**src/rtl/dvb_s2_cfg_commit_seq.sv**
```systemverilog
// Atomic DVB-S2 modulator config commit sequencer with power-up datapath reset.
// Optional watchdog on ARMED/DRAIN: define DVB_S2_CFG_COMMIT_TIMEOUT_EN.
module dvb_s2_cfg_commit_seq #(
    parameter int unsigned          CFG_WIDTH       = 50,
    parameter logic [CFG_WIDTH-1:0] RESET_CFG       = CFG_WIDTH'(50'h0_09C4_2420_E006),
    parameter int unsigned          RST_HOLD_CYCLES = 16,
    parameter int unsigned          TIMEOUT_CYCLES  = 65536
) (
    input  logic                 clk,
    input  logic                 rst_n,
    input  logic [CFG_WIDTH-1:0] staged_cfg,
    input  logic                 commit_req,
    input  logic                 commit_force,
    input  logic                 frame_start,
    input  logic                 dp_idle,
    output logic [CFG_WIDTH-1:0] active_cfg,
    output logic                 dp_rst_n,
    output logic                 busy,
    output logic                 commit_done,
    output logic [15:0]          commit_count,
    output logic                 timeout_flag
);

    localparam int unsigned HOLD_W = 8;
    localparam int unsigned WD_W   = 17;

    typedef enum logic [1:0] {
        ST_IDLE,
        ST_ARMED,
        ST_DRAIN,
        ST_HOLD
    } state_t;

    state_t               state;
    logic [CFG_WIDTH-1:0] pending;
    logic [HOLD_W-1:0]    hold_cnt;
    logic                 requeue;
    logic                 por_load;
    logic                 por_pass;

    logic                 wd_expire_c;
    logic                 start_c;
    logic                 hold_go_c;
    logic [CFG_WIDTH-1:0] hold_cfg_c;

    // Accept/transition decode; a commit_req racing a forced ARMED exit still wins.
    always_comb begin
        start_c    = (state == ST_IDLE) && (commit_req || requeue);
        hold_go_c  = 1'b0;
        hold_cfg_c = pending;
        case (state)
            ST_ARMED: begin
                hold_go_c = commit_force || wd_expire_c;
                if (commit_req) begin
                    hold_cfg_c = staged_cfg;
                end
            end
            ST_DRAIN: hold_go_c = commit_force || dp_idle || wd_expire_c;
            default:  ;
        endcase
    end

    always_ff @(posedge clk) begin
        if (!rst_n) begin
            state        <= ST_HOLD;
            pending      <= RESET_CFG;
            active_cfg   <= RESET_CFG;
            hold_cnt     <= '0;
            requeue      <= 1'b0;
            por_load     <= 1'b1;
            por_pass     <= 1'b1;
            dp_rst_n     <= 1'b0;
            busy         <= 1'b1;
            commit_done  <= 1'b0;
            commit_count <= '0;
        end else begin
            commit_done <= 1'b0;
            case (state)
                ST_IDLE: begin
                    if (start_c) begin
                        pending <= staged_cfg;
                        requeue <= 1'b0;
                        busy    <= 1'b1;
                        state   <= ST_ARMED;
                    end
                end
                ST_ARMED: begin
                    if (commit_req) begin
                        pending <= staged_cfg;
                    end
                    if (!hold_go_c && frame_start) begin
                        state <= ST_DRAIN;
                    end
                end
                ST_DRAIN: begin
                    if (commit_req) begin
                        requeue <= 1'b1;
                    end
                end
                ST_HOLD: begin
                    if (commit_req) begin
                        requeue <= 1'b1;
                    end
                    // Power-up pass loads the window on the first cycle out of reset.
                    if (por_load) begin
                        hold_cnt <= HOLD_W'(RST_HOLD_CYCLES - 1);
                        por_load <= 1'b0;
                    end else if (hold_cnt != '0) begin
                        hold_cnt <= hold_cnt - HOLD_W'(1);
                    end else begin
                        state    <= ST_IDLE;
                        dp_rst_n <= 1'b1;
                        busy     <= 1'b0;
                        por_pass <= 1'b0;
                        if (!por_pass) begin
                            commit_done  <= 1'b1;
                            commit_count <= commit_count + 16'd1;
                        end
                    end
                end
            endcase

            // HOLD entry: config and datapath reset change on the same edge.
            if (hold_go_c) begin
                state      <= ST_HOLD;
                active_cfg <= hold_cfg_c;
                dp_rst_n   <= 1'b0;
                hold_cnt   <= HOLD_W'(RST_HOLD_CYCLES - 1);
            end
        end
    end

`ifdef DVB_S2_CFG_COMMIT_TIMEOUT_EN
    logic [WD_W-1:0] wd_cnt;

    assign wd_expire_c = ((state == ST_ARMED) || (state == ST_DRAIN)) &&
                         (wd_cnt == WD_W'(TIMEOUT_CYCLES - 1));

    // Watchdog restarts on each accepted commit; flag is sticky until then.
    always_ff @(posedge clk) begin
        if (!rst_n) begin
            wd_cnt       <= '0;
            timeout_flag <= 1'b0;
        end else if (start_c) begin
            wd_cnt       <= '0;
            timeout_flag <= 1'b0;
        end else if ((state == ST_ARMED) || (state == ST_DRAIN)) begin
            wd_cnt <= wd_cnt + WD_W'(1);
            if (wd_expire_c) begin
                timeout_flag <= 1'b1;
            end
        end
    end
`else
    assign wd_expire_c  = 1'b0;
    assign timeout_flag = 1'b0;
`endif

endmodule

```
**config.mk**
```make
export PLATFORM = sky130hd
export DESIGN_NAME = dvb_s2_cfg_commit_seq
export DESIGN_NICKNAME = d
export VERILOG_FILES = /design/src/rtl/dvb_s2_cfg_commit_seq.sv
export SDC_FILE = /design/constraint.sdc
export NUM_CORES = 1
export LEC_CHECK = 0
export ABC_AREA = 0
export CORE_MARGIN = 8
export CORE_UTILIZATION = 45
export CTS_BUF_LIST = sky130_fd_sc_hd__clkbuf_16
export DETAILED_ROUTE_END_ITERATION = 10
export PLACE_DENSITY = 0.76
export SLEW_MARGIN = 25
export SYNTH_ARGS = -nofsm -noshare
export SYNTH_HDL_FRONTEND = slang
export SYNTH_SLANG_ARGS = --single-unit
export TNS_END_PERCENT = 1
```
**constraint.sdc**
```tcl
create_clock -name clk -period 2.6 [get_ports clk]
set_input_delay 0.52 -clock clk [delete_from_list [all_inputs] [get_ports clk]]
set_output_delay 0.52 -clock clk [all_outputs]
set_load 0.02 [all_outputs]
```
# After elaboration in Yosys (flattened, before gate mapping)
# Cells that the tools add are included.
[op_classes] n_bitwise=5 multipliers=0 n_div=0 magnitude_cmp=0 n_shift=0 eq_ne=8 n_addsub=2 muxes=22 reduce_logical=25
[op_table] cell="$mux 50" n=3
[op_table] cell="$pmux 50 s2" n=1
[op_table] cell="$add 16x1->16 const B" n=1
[op_table] cell="$mux 8" n=2
[op_table] cell="$reduce_bool 2->1" n=5
[op_table] cell="$mux 2" n=4
[op_table] cell="$mux 4" n=2
[op_table] cell="$ne 2x2->1 const B" n=4
[op_table] cell="$reduce_and 4->1" n=2
[op_table] cell="$reduce_bool 8->1" n=1
[op_table] cell="$sub 8x1->8 const B" n=1
[op_table] cell="$mux 1" n=6
[op_table] cell="$pmux 1 s2" n=3
[op_table] cell="$pmux 2 s3" n=1
[op_table] cell="$reduce_and 2->1" n=3
[op_table] cell="$reduce_and 3->1" n=2
[op_table] cell="$reduce_bool 3->1" n=2
[op_table] cell="$not 1->1" n=5
[op_table] cell="$reduce_and 5->1" n=1
[op_table] cell="$eq 2x2->1 const B" n=2
[op_table] cell="$reduce_or 2->1" n=2
[op_table] cell="$reduce_or 4->1" n=1
[op_table] cell="$eq 2x1->1 const B" n=1
[op_table] cell="$logic_and 1x1->1" n=2
[op_table] cell="other kinds (4)" n=5
[totals] mem_bits_ro=0 mem_bits_rw=0 wordCells=74 mem_count=0 latch_bits=0 out_inout_bits=70 regBits=132 in_bits=56

# Depth between registers and ports, before layout
# Gate-level depths: netlist (run 1).
[logic_depth] ltp_word=6 depth_mapped=8 mapped_depth_nobuf=6

# Least setup slack after synthesis (run 1)
# No wires, ideal clock.
[synth_timing] path_type="flip-flop to flip-flop" start="register state[0]" end="register active_cfg[10]" path_buffers=3 setup_time_ns=0.142 synth_period_minus_slack_ns=2.009 t_arrival_ns=1.867 slack_ns=0.591 path_stages_with_launch=9 required_ns=2.458 cell_sequence="dfxtp_1 -> inv_1 -> ha_1 -> o211a_1 -> a31o_2 -> clkbuf_1 -> clkbuf_1 -> buf_1 -> a311oi_1"
[synth_between] elab_chain_len=2 elab_cells_between_ends=4 cone_classes="2 x eq/ne; 2 x mux"
[synth_lines] item="from (decl)" line_no="34" text="state_t state;"
[synth_lines] item="from (signal assigned)" line_no="65" text="state <= ST_HOLD;"
[synth_lines] item="from (signal assigned)" line_no="84" text="state <= ST_ARMED;"
[synth_lines] item="from (signal assigned)" line_no="92" text="state <= ST_DRAIN;"
[synth_lines] item="$eq 2x2->1 / $eq 2x1->1 (equally long branches)" line_no="51" text="case (state)"
[synth_lines] item="$pmux 1 s2 / $mux 50 (equally long branches)" line_no="51"
[synth_lines] item="to (signal assigned)" line_no="126" text="active_cfg <= hold_cfg_c;"
[synth_lines] item="to (decl)" line_no="16" text="output logic [CFG_WIDTH-1:0] active_cfg,"
# Parallel ways exist; a longest one is shown, timed or not.
# A chain may end at the register's enable or synchronous reset.

# Worst setup path in the final report (run 1)
[layout_timing] start="register state[1]" end="register state[0]"
[layout_between] elab_chain_len=6 elab_cells_between_ends=16 cone_classes="7 x eq/ne; 2 x mux; 7 x reduce/logical"
[layout_lines] item="$eq 2x2->1 / $eq 2x1->1 (equally long branches)" line_no="51, 78"
[layout_lines] item="$pmux 1 s2" line_no="51"
[layout_lines] item="$logic_not 1->1" line_no="91" text="if (!hold_go_c && frame_start) begin"
[layout_lines] item="$logic_and 1x1->1" line_no="91"
[layout_lines] item="$ne 2x2->1 (no source line)"
[layout_lines] item="$reduce_and 5->1 (no source line)"
# Parallel ways exist; a longest one is shown, timed or not.

==> results of run 1 <==
[cells in the mapped netlist (all sizes together), types with 5 or more instances]
library cell / number
nand2: 172
dfxtp: 132
a21oi: 64
nor2: 63
nand3: 56
clkbuf: 48
a311oi: 37
o311ai: 17
inv: 11
o21ai: 11
or3: 11
buf: 10
ha: 8
nand2b: 5
nand4: 5
nor4: 5
[worst min-delay path, cell delays in order, from the launching register on]
cell and delay (ps):
dfxtp_1 310, nand2_1 50, a21oi_1 50
[layout make-up]
type	instances	area, um2
Sequential cell	132	2640
Fill cell	1100	4820
Tap cell	172	215
Inverter	11	41.3
Timing Repair Buffer	142	1400
Multi-Input combinational cell	508	2740
Clock buffer	17	425
Clock inverter	15	141
[cells by family (layout without fill, tap and decap cells)]
kind of cell | Yosys count | after routing | share of synthesized area [%]
AO/OA/AOI/OAI | 154 | 154 | 18.8
XOR/XNOR | 1 | 1 | 0.156
adder cells (fa/ha/maj) | 8 | 8 | 1.78
buffers and inverters | 69 | 185 | 4.81
flip-flops | 132 | 132 | 47.0
multiplexers | 3 | 3 | 0.534
other | 1 | 1 | 0.0667
AND/OR/NAND/NOR | 341 | 341 | 26.9
[sequential cells by signal (all words and copies together) (netlist names)]
signal and cells:
commit_count 16, state 2, commit_done 1, hold_cnt 8
busy 1, requeue 1, pending 50, dp_rst_n 1
por_load 1, active_cfg 50, por_pass 1
[path summary, 6_finish.rpt]
| path | slack (ps) | cells after the start | end |
|---|---|---|---|
| setup / recovery | 530 | 7 | state[0] |
| hold / removal | 460 | 2 | pending[22] |
| hold reg to reg | 460 | 2 | pending[22] |
| setup reg to reg | 530 | 7 | state[0] |
[routing by layer]
layer | share of wire, % | track usage, %
met1 | 42 | 21.1
met2 | 51 | 33.1
met3 | 5.3 | 4.91
met4 | 2.2 | 8.67
met5 | 0 | 0
[where the power goes]
part	switching [mW]	internal, mW	leakage [nW]	total [mW]
Combinational	1.56	1.07	1.37	2.63
Clock	0.888	1.40	0.267	2.28
Sequential	0.271	2.41	1.07	2.68
[metrics by stage]
stage,hold WS (ps),worst slack (ps)
after global routing,468,319
after CTS,456,547
after floorplan,437,591
after detailed placement,447,377
after global placement,442,433
final,456,534
==> flow_metrics.tcl, run 1 <==
set metrics [dict create \
    yosys.area.top_type_share_pct 47.0 \
    ys_types 45 \
    syn_inst 709 \
    fin_util_pct 61.2 \
    critPathLaunchType "flip-flop" \
    crit_fanout 24 \
    synth_seq_area_share_pct 47.0 \
    cts_buffer_depth 2 \
    die_y_um 128 \
    cts_root_buffer "clkbuf_16" \
    detail_route.wl_per_cell_um 15.7 \
    hold_class "flip-flop to flip-flop" \
    post-route-period-util_pct 79.5 \
    p_per_area_nw_per_um2 1000 \
    grt_max_degree 80 \
    fmax_mhz 484 \
    ir_drop_uv 591 \
    finalInstanceArea_um2 7600 \
    cts_sinks 132 \
    slew_violations 0 \
    place.gp.congestion 0.805 \
    dr.first_iter.drc_count 411 \
    cp-startpoint "state[1]" \
    fin_tns_setup_ps 0 \
    synthFlopType "dfxtp_1" \
    cts_hold_buf 0 \
    ys_async_sr_fraction_pct 0 \
    place_area_um2 7030 \
    ant_nets 0 \
    vias 5565 \
    start_util_pct 45.3 \
    die_area_um2 16300 \
    p_leak_nw 2.71 \
    worst_pin_slew_ps 829 \
    clk_latency_ps 420 \
    cts_tree "built" \
    worstPathArrival_ps 2360 \
    die_x_um 128 \
    grt_pass1_wl_um 25200 \
    cts_resized 0 \
    skew_ps 8.13 \
    cp.required_ps 2900 \
    cts_setup_buffers 0 \
    path_class "flip-flop to flip-flop" \
    overflow 0 \
    io_buffers 124 \
    num_io_pins 126 \
    fin_crit_ps 2070 \
    drive_gt1_share_pct 7.27 \
    worstHoldStart "pending[22]" \
    maxSlewHeadroom_pct 44.8 \
    setup_viol_count_final 0 \
    hold_violations 0 \
    firstDrtPassIters 6 \
    grt_pass1_vias 5324 \
    synth_area_um2 5620 \
    rows 41 \
    syn_area_per_cell_um2 7.93 \
    diodes 0 \
    yosys-top-cells-area "dfxtp_1, nand2_1, a311oi_1" \
    synth_top_area_cell "dfxtp_1" \
    yosys_warnings 0 \
    end_kind "flip-flop" \
    cpPeakStageDelay_ps 350 \
    wirelength_um 15700 \
    cp_slowest_cell "or3_1" \
    synth_nets 773 \
    path_cells "inv_1, ha_2, buf_4, nand2b_1, o21ai_0, a31oi_1, or3_1" \
    dpl.hpwl_um 10400 \
    grtUsageTotal_pct 18.9 \
    grt_setup_unrepaired "no" \
    drv_cap 0 \
    status "finished, final reports clean" \
    cp_top_family "compound AO/OA/AOI/OAI gates" \
    synthToLayoutAreaGrowth_pct 35.1 \
    rr_startpoint "state[1]" \
    synth-edff-count 0 \
    nets 876 \
    core_area_um2 12400 \
    drc 0 \
    final_cell_mix "nand2_1, dfxtp_1, clkdlybuf4s50_1, a21oi_1, nor2_1" \
    h-tree-depth 4 \
    power_mw 7.60 \
    antenna_found_initial 0 \
    cts_buffers 17 \
    ys_seq_elements 132 \
    instances_no_fill 997 \
    path_buf_inv 2 \
    place_inst 965 \
    final_common_cell "nand2_1" \
    vias_per_cell 5.58 \
    clk_pin_slew_worst_paths_ps 60 \
]
No activity file was read; power rests on OpenSTA's default activity.
==> run 2, diff against run 1 <==
- clock period: 2.6 -> 2.15 ns (I/O delays scaled with it)
==> flow_metrics.tcl, run 2 (synthesized netlist as in run 1, its figures left out) <==
set metrics [dict create \
    hold_violations 0 \
    skew_ps 6.38 \
    final_cell_mix "nand2_1, dfxtp_1, clkdlybuf4s50_1, a21oi_1, nor2_1" \
    ir_drop_uv 593 \
    worst_pin_slew_ps 810 \
    cts_sinks 132 \
    cts_hold_buf 0 \
    drv_cap 0 \
    combPwrFrac_pct 35.7 \
    dp_worst_setup_slack_ps 70.7 \
    antenna_found_initial 0 \
    start_util_pct 45.3 \
    p_leak_nw 2.75 \
    slew_violations 0 \
    cp_top_family "simple AND/OR/NAND/NOR gates" \
    cts_setup_buffers 0 \
    rows 41 \
    die_area_um2 16300 \
    drc 0 \
    h-tree-depth 4 \
    fin_crit_ps 2040 \
    wirelength_um 16000 \
    maxSlewHeadroom_pct 46.0 \
    p_sw_share_pct 35.5 \
    detail_route.wl_per_cell_um 16.1 \
    reg_top3 "active_cfg (50), pending (50), commit_count (16)" \
    seqPwrFrac_pct 35.4 \
    cp.required_ps 2450 \
    dpl.hpwl_um 10400 \
    final_common_cell "nand2_1" \
    setup_slack_ps 111 \
    vias_per_cell 5.57 \
    drive_gt1_share_pct 6.42 \
    post-route-period-util_pct 94.8 \
    die_x_um 128 \
    cts_buffer_depth 2 \
    num_io_pins 126 \
    fin_tns_setup_ps 0 \
    synthToLayoutAreaGrowth_pct 35.2 \
    cts_root_buffer "clkbuf_16" \
    critPathLaunchType "flip-flop" \
    setup_viol_count_final 0 \
    grt_pass1_vias 5354 \
    grt_setup_unrepaired "no" \
    cpPeakStageDelay_ps 500 \
    worstPathArrival_ps 2340 \
    cts_tree "built" \
    die_y_um 128 \
    grt_max_degree 80 \
    place_inst 966 \
    clk_pin_slew_worst_paths_ps 60 \
    status "finished, final reports clean" \
    fmax_mhz 490 \
    end_kind "flip-flop" \
    fin_util_pct 61.2 \
    nets 877 \
    core_area_um2 12400 \
    hold_class "input pin to flip-flop" \
    p_switching_mw 3.25 \
    crit_fanout 6 \
    finalInstanceArea_um2 7600 \
    grtUsageTotal_pct 19.6 \
    p_per_area_nw_per_um2 1200 \
    overflow 0 \
    cp_slowest_cell "or4b_4" \
    path_buf_inv 1 \
    power_mw 9.14 \
    path_class "flip-flop to flip-flop" \
    cts_buffers 17 \
    diodes 0 \
    p_int_mw 5.89 \
    whs_ps 432 \
    ant_nets 0 \
    grt_pass1_wl_um 26100 \
    fill_cells 1097 \
    instances_no_fill 998 \
    pwr-share-clk_pct 28.8 \
    cts_resized 0 \
    place.gp.congestion 0.821 \
    vias 5559 \
    dr.first_iter.drc_count 423 \
    place_area_um2 7060 \
    io_buffers 124 \
    firstDrtPassIters 5 \
    clk_latency_ps 410 \
    path_cells "inv_1, ha_1, or4b_4, nor4b_2, mux2i_1, nor2_1" \
]
-- run 2: cell types whose count changed in the layout (fill, tap and decap cells not counted) --
cell	change
buf_12	+2
inv_1	+7
inv_6	-1
clkinvlp_4	-5
clkinv_1	+1
clkinv_2	-1
buf_4	-1
clkinv_4	-1
-- run 2: power groups by stage --
stage	Clock (mW)	Sequential (mW)	Combinational, mW
after global placement	0	3.25	3.13
after global routing	2.80	3.30	3.59
final	2.64	3.24	3.27
after detailed placement	0	3.27	3.25
after floorplan	0	3.43	1.89
after CTS	2.67	3.23	3.28
-- run 2: area by class of cell --
cell class | instances | area (um2) | area share, %
inverter | 11 | 41.3 | 0.543
tap | 172 | 215 | 2.83
clock buffer | 17 | 425 | 5.60
sequential | 132 | 2640 | 34.8
timing repair buffer | 143 | 1430 | 18.8
clock inverter | 15 | 111 | 1.47
multi-input combinational | 508 | 2740 | 36.0
-- run 2: worst paths after layout --
check / startpoint / endpoint / slack [ps] / cells after the start
setup / recovery: hold_cnt[0] / commit_count[1] / 110 / 6
hold / removal: commit_req / busy / 430 / 3
setup reg to reg: hold_cnt[0] / commit_count[1] / 110 / 6
hold reg to reg: pending[27] / pending[27] / 450 / 2
-- run 2: metal layers --
metal / share of wire (%) / global-route usage (%) / vias up
met3: 4.9 / 4.66 / 23
met4: 1.9 / 8.32 / 0
met1: 42 / 22.5 / 2661
met5: 0 / 0 / -
met2: 51 / 34.2 / 161
li1: - / - / 2714
-- run 2: worst register-to-register path: stages (launching register included) --
cell and delay (ps):
dfxtp_1 350, inv_1 120, ha_1 200, or4b_4 500
nor4b_2 440, mux2i_1 260, nor2_1 50
==> run 3, diff against run 2 <==
- ABC_CLOCK_PERIOD_IN_PS: not set -> 2150
- CORE_ASPECT_RATIO: not set -> 1.75
==> flow_metrics.tcl, run 3 (synthesized netlist as in run 1, its figures left out) <==
set metrics [dict create \
    cts_sinks 132 \
    synthToLayoutAreaGrowth_pct 39.1 \
    clk_pin_slew_worst_paths_ps 60 \
    crit_fanout 4 \
    path_class "flip-flop to flip-flop" \
    cts_tree "built" \
    dp_worst_setup_slack_ps 104 \
    worstPathArrival_ps 2310 \
    path_cells "inv_1, ha_1, or4b_4, nor4b_2, buf_4, mux2i_1, nor2_1" \
    cts_root_buffer "clkbuf_16" \
    core_area_um2 12400 \
    dpl.hpwl_um 11600 \
    cp_top_family "simple AND/OR/NAND/NOR gates" \
    fin_crit_ps 2010 \
    firstDrtPassIters 5 \
    grt_pass1_wl_um 27500 \
    hold_violations 0 \
    cp.required_ps 2460 \
    io_buffers 124 \
    clk_latency_ps 420 \
    wirelength_um 17100 \
    start_util_pct 45.5 \
    antenna_found_initial 0 \
    skew_ps 14.9 \
    cts_buffers 17 \
    status "finished, final reports clean" \
    fin_tns_setup_ps 0 \
    grt_pass1_vias 5687 \
    final_common_cell "nand2_1" \
    fmax_mhz 498 \
    setup_viol_count_final 0 \
    grtUsageTotal_pct 20.8 \
    cp_slowest_cell "or4b_4" \
    nets 884 \
    reg_top3 "active_cfg (50), pending (50), commit_count (16)" \
    h-tree-depth 4 \
    dr.first_iter.drc_count 292 \
    post-route-period-util_pct 93.3 \
    place.gp.congestion 0.858 \
    cts_resized 0 \
    rrSetupSlack_ps 140 \
    rows 54 \
    p_per_area_nw_per_um2 1260 \
    grt_max_degree 52 \
    setup_slack_ps 143 \
    drive_gt1_share_pct 8.64 \
    end_kind "flip-flop" \
    cts_hold_buf 0 \
    vias 5737 \
    final_cell_mix "nand2_1, dfxtp_1, clkdlybuf4s50_1, a21oi_1, nor2_1" \
    vias_per_cell 5.73 \
    place_inst 969 \
    detail_route.wl_per_cell_um 17.1 \
    die_y_um 164 \
    die_area_um2 16500 \
    diodes 0 \
    overflow 0 \
    drc 0 \
    die_x_um 101 \
    cpPeakStageDelay_ps 500 \
    critPathLaunchType "flip-flop" \
    path_buf_inv 2 \
    cts_buffer_depth 2 \
    p_leak_nw 2.84 \
    cts_setup_buffers 0 \
    instances_no_fill 1001 \
    slew_violations 0 \
    num_io_pins 126 \
    fin_util_pct 63.3 \
    hold_class "flip-flop to flip-flop" \
    ant_nets 0 \
    ir_drop_uv 857 \
    drv_cap 0 \
]
run 3: cell count changes in the layout (fill, tap and decap cells not counted), moves of 3 or more:
cell / previous run / this run
inv_1: 18 / 11
buf_12: 4 / 8
clkinv_4: 0 / 4
buf_4: 15 / 18
bufinv_16: 2 / 5
clkinv_1: 3 / 0
inv_6: 0 / 3
run 3: per-layer routing:
| metal | track usage (%) | vias to the layer above | wire, um |
|---|---|---|---|
| li1 | - | 2718 | - |
| met1 | 21.3 | 2743 | 6320 |
| met2 | 38.3 | 222 | 9200 |
| met3 | 4.07 | 54 | 973 |
| met4 | 11.8 | 0 | 630 |
| met5 | 0 | - | 0 |
run 3: stage by stage:
stage               power (mW)  instance area [um2]  hold slack (ps)
floorplan                 5.33                 5620              437
global placement          6.49                 7160              441
detailed placement        6.64                 7160              447
CTS                       9.87                 7820              454
global route              10.3                 7820              468
finish                    9.84                 7820              448
run 3: worst paths after layout:
kind                                  start  cells past startpoint               to
worst max-delay path            hold_cnt[1]                      7  commit_count[1]
worst min-delay path               dp_rst_n                      2         dp_rst_n
worst max register to register  hold_cnt[1]                      7  commit_count[1]
worst min register to register     dp_rst_n                      2         dp_rst_n
run 3: final cells by class:
class | instances | area (um2)
multi-input combinational | 508 | 2750
clock buffer | 17 | 425
tap | 168 | 210
fill | 1071 | 4540
timing repair buffer | 150 | 1530
inverter | 11 | 41.3
sequential | 132 | 2640
clock inverter | 15 | 228
run 3: report_power, final:
group	switching (mW)	total [mW]	internal, mW
clock	1.12	3.19	2.07
sequential	0.330	3.24	2.91
combinational	2.01	3.41	1.40
run 3: worst reg2reg max path, cell delays in order, from the launching register on:
cell	delay [ps]
dfxtp_1	330
inv_1	100
ha_1	170
or4b_4	500
nor4b_2	350
buf_4	200
mux2i_1	180
nor2_1	50
